`config.mk`:
```
export PLATFORM = sky130hd
export DESIGN_NAME = lpm_request_deser
export DESIGN_NICKNAME = d
export VERILOG_FILES = /design/src/rtl/lpm_request_deser.sv
export SDC_FILE = /design/constraint.sdc
export NUM_CORES = 1
export LEC_CHECK = 0
export CAP_MARGIN = 20
export CORE_MARGIN = 2
export CORE_UTILIZATION = 34
export CTS_BUF_LIST = sky130_fd_sc_hd__clkbuf_2 sky130_fd_sc_hd__clkbuf_4 sky130_fd_sc_hd__clkbuf_8
export CTS_CLUSTER_SIZE = 30
export DETAILED_ROUTE_END_ITERATION = 8
export PLACE_DENSITY = 0.58
export SLEW_MARGIN = 25
export SYNTH_ARGS = -nofsm -noshare
export SYNTH_HDL_FRONTEND = slang
export SYNTH_SLANG_ARGS = --single-unit
export TNS_END_PERCENT = 1
```
`constraint.sdc`:
```
create_clock -name CLK -period 7.92 [get_ports CLK]
set_input_delay 2.376 -clock CLK [delete_from_list [all_inputs] [get_ports CLK]]
set_output_delay 2.376 -clock CLK [all_outputs]
set_load 0.01 [all_outputs]
```
`src/rtl/lpm_request_deser.sv`:
```
// lpm_request_deser: assembles host request words (header + payload) into one
// 144-bit pipe message {tag, word0..word3} and offers it on an enq handshake.
// Malformed requests (unknown tag or wrong length) are drained without output.
// Optional build macro: LPM_DESER_ERRCNT_EN adds a saturating err_count port.
module lpm_request_deser #(
  parameter int DATA_WIDTH    = 32,
  parameter int TAG_WIDTH     = 16,
  parameter int PAYLOAD_WORDS = 4,
  parameter int NUM_TAGS      = 2
) (
  input  logic                                      CLK,
  input  logic                                      nRST,
  input  logic [DATA_WIDTH-1:0]                     in_data,
  input  logic                                      in_valid,
  output logic                                      in_rdy,
  output logic                                      pipe_enq__ENA,
  output logic [TAG_WIDTH+PAYLOAD_WORDS*DATA_WIDTH-1:0] pipe_enq_v,
  input  logic                                      pipe_enq__RDY,
  output logic                                      busy
`ifdef LPM_DESER_ERRCNT_EN
  ,
  output logic [15:0]                               err_count
`endif
);

  localparam int PAYLOAD_W = PAYLOAD_WORDS * DATA_WIDTH;
  localparam int LEN_W     = DATA_WIDTH - TAG_WIDTH;
  localparam int IDX_W     = (PAYLOAD_WORDS > 1) ? $clog2(PAYLOAD_WORDS) : 1;

  typedef enum logic [1:0] {
    IDLE,
    COLLECT,
    DRAIN,
    HOLD
  } state_t;

  state_t               state;
  logic [TAG_WIDTH-1:0] tag_q;
  logic [PAYLOAD_W-1:0] payload_q;
  logic [IDX_W-1:0]     index_q;
  logic [IDX_W-1:0]     last_idx_q;
  logic [LEN_W-1:0]     remaining_q;

  logic [TAG_WIDTH-1:0] hdr_tag;
  logic [LEN_W-1:0]     hdr_len;
  logic                 xfer;
  logic                 hdr_ok;

  // Payload length each known method expects; unknown tags map to 0 (never legal).
  function automatic logic [LEN_W-1:0] required_len(input logic [TAG_WIDTH-1:0] t);
    if (t == TAG_WIDTH'(0))      return LEN_W'(1);
    else if (t == TAG_WIDTH'(1)) return LEN_W'(2);
    else                         return LEN_W'(0);
  endfunction

  assign hdr_tag = in_data[DATA_WIDTH-1 -: TAG_WIDTH];
  assign hdr_len = in_data[LEN_W-1:0];
  assign xfer    = in_valid && in_rdy;
  assign hdr_ok  = (hdr_tag < TAG_WIDTH'(NUM_TAGS)) && (hdr_len != '0) &&
                   (hdr_len == required_len(hdr_tag));

  assign in_rdy        = (state != HOLD);
  assign busy          = (state != IDLE);
  assign pipe_enq__ENA = (state == HOLD) && pipe_enq__RDY;
  assign pipe_enq_v    = {tag_q, payload_q};

  // Request framing FSM: decode header, collect payload, drain bad requests, hold message.
  always_ff @(posedge CLK) begin
    if (nRST) begin
      state       <= IDLE;
      tag_q       <= '0;
      payload_q   <= '0;
      index_q     <= '0;
      last_idx_q  <= '0;
      remaining_q <= '0;
    end else begin
      case (state)
        IDLE: begin
          if (xfer) begin
            if (hdr_ok) begin
              tag_q      <= hdr_tag;
              payload_q  <= '0;
              index_q    <= '0;
              last_idx_q <= IDX_W'(hdr_len - LEN_W'(1));
              state      <= COLLECT;
            end else if (hdr_len != '0) begin
              remaining_q <= hdr_len;
              state       <= DRAIN;
            end
          end
        end
        COLLECT: begin
          if (xfer) begin
            payload_q[(PAYLOAD_WORDS-1-int'(index_q))*DATA_WIDTH +: DATA_WIDTH] <= in_data;
            if (index_q == last_idx_q) state <= HOLD;
            else                       index_q <= index_q + IDX_W'(1);
          end
        end
        DRAIN: begin
          if (xfer) begin
            if (remaining_q == LEN_W'(1)) state <= IDLE;
            else                          remaining_q <= remaining_q - LEN_W'(1);
          end
        end
        HOLD: begin
          if (pipe_enq__RDY) state <= IDLE;
        end
        default: state <= IDLE;
      endcase
    end
  end

`ifdef LPM_DESER_ERRCNT_EN
  logic hdr_err;
  assign hdr_err = (state == IDLE) && xfer && !hdr_ok;

  // Count malformed headers once each, saturating so the count never wraps.
  always_ff @(posedge CLK) begin
    if (nRST)                              err_count <= '0;
    else if (hdr_err && (err_count != '1)) err_count <= err_count + 16'd1;
  end
`endif

endmodule

```
After elaboration in Yosys (flattened, before gate mapping):

Cells that the tools add are included.

* magnitude comparators: 1
* $add $sub $neg: 5
* reduce and logical (&&, ||, !) cells: 15
* multiplexer cells: 27
* eq/ne operators: 20
* shifts and indexed selects: 2

Operators by type and width (number)
* $mux 128: 3
* $pmux 128 s2: 1
* $bwmux 128: 1
* $shift 32x33->128 const A: 1
* $shiftx 32x33->128: 1
* $mux 16: 5
* $neg 8->33: 1
* $eq 16x1->1 const B: 2
* $pmux 16 s2: 1
* $mux 2: 14
* $ne 2x2->1 const B: 12
* $eq 16x2->1: 1
* $logic_not 16->1: 1
* $lt 16x2->1 const B: 1
* $reduce_bool 16->1: 1
* $sub 16x1->16 const B: 1
* $pmux 2 s4: 1
* $reduce_and 7->1: 1
* $reduce_and 6->1: 1
* $reduce_bool 2->1: 3
* $reduce_and 5->1: 1
* $eq 2x2->1 const B: 2
* $logic_and 1x1->1: 4
* $pmux 2 s2: 1
* other kinds (9): 9

* input port bits: 36
* output and inout port bits: 147
* word-level logic and storage cells: 76
* register bits after elaboration: 166

Logic depth before layout (Yosys ltp):

* depth in word-level cells: 8
* depth in mapped cells: 11
* depth with buffers taken out: 8

Least setup slack after synthesis:

No wires, ideal clock.

* path type: input-to-output
* start point: input pipe_enq__RDY
* end point: output pipe_enq__ENA
* data arrival time: 2572 ps
* setup slack: 2972 ps
* cell stages on the path: 1
* path buffers: 0
* required time: 5544 ps
* path through: and3_1

* word-level cells in the longest chain between the ends: 1

Ends and longest elaborated chain
* start: declaration: line 18 `input logic pipe_enq__RDY,`
* $logic_and 1x1->1: line 64 `assign pipe_enq__ENA = (state == HOLD) && pipe_enq__RDY;`
* end: declaration: line 16 `output logic pipe_enq__ENA,`

No other way between the ends.

Final worst setup path:

Same ends and word-level chain as after synthesis.

==> metrics <==
Mapped Cells=837; number of port buffers=182; number of hold-slack violations in the final timing report=0; top routing layer used=met4; result of the run=completed; register-to-register setup slack=5.44 ns; antenna-violating nets left=0; Resized cells post-CTS=0; share of synthesized registers carrying an async set or reset=0; die area=around 21000 um2; wire length the detailed router placed on met1=10170 um; cell total after placement=~1.2k; Routed met2 length=10110 um; core footprint=19400 um2; unrepaired setup endpoints after global routing=no; Total Neg Setup Slack=0 ns; count of distinct cell types in the synthesized netlist=43; worst reg2reg path startpoint=index_q[0]; Die Y-Extent=around 140 um; number of antenna violations at the first check in global routing=0; nature of the critical path endpoint=output port; overall overflow remaining after global route=0; nets=about 1.0k; Worst Tran Pin Value=0.9615 ns; half-perimeter wire length after placement=between 10000 and 15000 um; pin count of the biggest net entering global routing=88; number of vias per cell after detailed routing=just over 5; layout overhead on the synthesized area=36.13%; Worst Path Max Fanout=2; number of top-level design ports=183; wire length of the first global-routing pass=around 34000 um; Max Clock Freq=around 170 MHz; final estimated routing congestion in global placement=0.7986; final setup violation count=0; number of design-rule violations left by the first detailed-router iteration=337; Worst-Skew Late Latency=0.47 ns; vias in the first global route=5924; final period demand of the worst path=5.894 ns; leading register cell type out of synthesis=dfxtp_1; Inserted Clock Buffers=17; count of state elements after synthesis=around 170; placed cell areas=8678 um2; end of the worst register-to-register path=payload_q[53]; post-CTS setup buffer count=0; 1st-pass router iterations=4; Syn. warnings=0; Critical Path Start Type=input pin; Post-Route Skew=~0.015 ns; Antenna Diode Count=0; total power density per cell area=between 150 and 200 nW/um2; clock net sink count=166; headroom to the max-slew limit=0.3590; Clock Path Buffers=2; Starting Density=0.3446; share of the synthesized area in the top cell type=0.4972; Leakage Power=between 2 and 3 nW; post-synthesis cell area=around 6700 um2; startpoint-to-endpoint class of the critical path=input pin to output port; Routed wire per std cell=17.54 um; final std cells w/o fill=approximately 1.3k; hold-fix buffer count after cts=0; number of violations of the max-capacitance limit=0; data arrival time of the worst path=3.52 ns; beginning of the critical path=pipe_enq__RDY; Min-Delay Path Class=flip-flop to flip-flop; required arrival time at the worst endpoint=5.54 ns; number of H-tree branching levels=4; clock transition at the register clock pins on the worst setup and hold paths after CTS=roughly 0.1 ns; worst hold slack across all endpoints=0.4528 ns; top cell type by total area after synthesis=dfxtp_1; Via Count=6394; met3 wire length=1562 um; horizontal die dimension=144.2 um; post-layout instance area=9099 um2; CTS root buf=clkbuf_8; layout cell share with drive strength beyond 1=0.07315; number of placement rows=51; post-detailed-routing wire length=between 20000 and 25000 um; DRC errors left=0; portion of the post-synthesis area used by sequential elements=0.4972; destination of the critical timing path=pipe_enq__ENA; share of the clock period used by the worst path=0.7442; Post-Synthesis Mean Instance Area=between 7 and 8 um2; combined global-route utilization of all metal layers=0.2123; number of enable-type register cells in the synthesized netlist=0; main area contributors after synthesis=dfxtp_1 50%, a21oi_1 12%, nand3_1 10%; CTS tree=done; Power Total=1.612 mW; logic depth of the worst register-to-register path=8; peak supply drop=0.09407 mV; total nets after synthesis=880; count of pins over their slew limit=0
report_power, final:
| part | total, mW | switching (mW) | internal, mW | leakage, nW |
|---|---|---|---|---|
| clock network | 0.635 | 0.361 | 0.273 | 0.202 |
| logic | 0.126 | 0.0797 | 0.0465 | 1.42 |
| registers | 0.851 | 0.00930 | 0.842 | 1.34 |
| total | 1.61 | 0.450 | 1.16 | 2.97 |
layout make-up:
type | instances | area, um2
inverter | 10 | 37.54
tap | 265 | 331.6
clock inverter | 14 | 163.9
clock buffer | 18 | 247.7
sequential | 166 | 3323
fill | 1981 | 10300
timing repair buffer | 195 | 1917
multi-input combinational | 595 | 3078
through the flow:
stage,util,setup WS [ns]
final,0.4690,2.026
after global routing,0.4690,1.996
after CTS,0.4686,2.023
after detailed placement,0.4474,2.023
after global placement,0.4469,2.025
after floorplan,-,2.972
cells by family after synthesis:
family | share of synthesized area
AOI/OAI and AO/OA | 0.1642
buffers and inverters | 0.04717
DFF | 0.4972
muxes | 0.004680
and+or+nand+nor | 0.2711
adders and majority gates | 0.01310
xor gates and xnor gates | 0.002621
critical path, stage by stage:
cell	delay [ns]
clkdlybuf4s50_1	0.45
and3_1	0.16
clkdlybuf4s50_1	0.53
metal layers:
| layer | up-vias | track usage |
|---|---|---|
| li1 | 3190 | - |
| met1 | 3003 | 0.2913 |
| met2 | 181 | 0.3288 |
| met3 | 20 | 0.05795 |
| met4 | 0 | 0.05927 |
| met5 | - | 0 |
synthesized netlist by cell type, drive strengths merged (5+ instances only):
library cell	n
a21oi	160
and2	16
and3	5
buf	18
clkbuf	48
dfxtp	166
ha	7
inv	10
nand2	140
nand2b	6
nand3	138
nor2	27
nor3	14
nor4	11
o21a	6
o21ai	20
or2	12
flip-flops by register name (all words and copies together) (netlist names):
register and cells:
state 2, last_idx_q 2, payload_q 128, remaining_q 16, index_q 2, tag_q 16
worst min-delay path by stage:
stage	start	slack (ns)	end	cells after the start
3_5_place_dp	tag_q[15]	0.44	tag_q[15]	1
6_report	payload_q[37]	0.45	payload_q[37]	2
4_1_cts	payload_q[89]	0.46	payload_q[89]	2
5_1_grt	payload_q[119]	0.47	payload_q[119]	2
3_3_place_gp	payload_q[119]	0.44	payload_q[119]	2
2_1_floorplan	remaining_q[3]	0.45	remaining_q[3]	2
layout by cell type, fill, tap and decap left out, types with 3 or more instances in the layout:
master | synthesis | layout
nand3_1 | 138 | 138
ha_1 | 7 | 7
o21ai_0 | 10 | 10
nor3_1 | 14 | 11
a22oi_1 | 4 | 4
nand2b_1 | 6 | 6
a21oi_1 | 160 | 160
nand2_1 | 138 | 137
inv_1 | 10 | 10
or4_1 | 3 | 3
or2_2 | 12 | 12
a211o_1 | 3 | 3
and2_1 | 16 | 16
nor3_2 | 0 | 3
nor2_1 | 27 | 27
dfxtp_1 | 166 | 166
o21a_1 | 6 | 6
and3_1 | 5 | 5
nor4_1 | 11 | 10
clkdlybuf4s50_1 | 0 | 181
o21ai_1 | 6 | 6
inv_8 | 0 | 3
buf_4 | 1 | 14
inv_6 | 0 | 4
o21ai_2 | 4 | 4
clkbuf_8 | 0 | 18
Note: power is estimated with default switching activity, not from simulation.
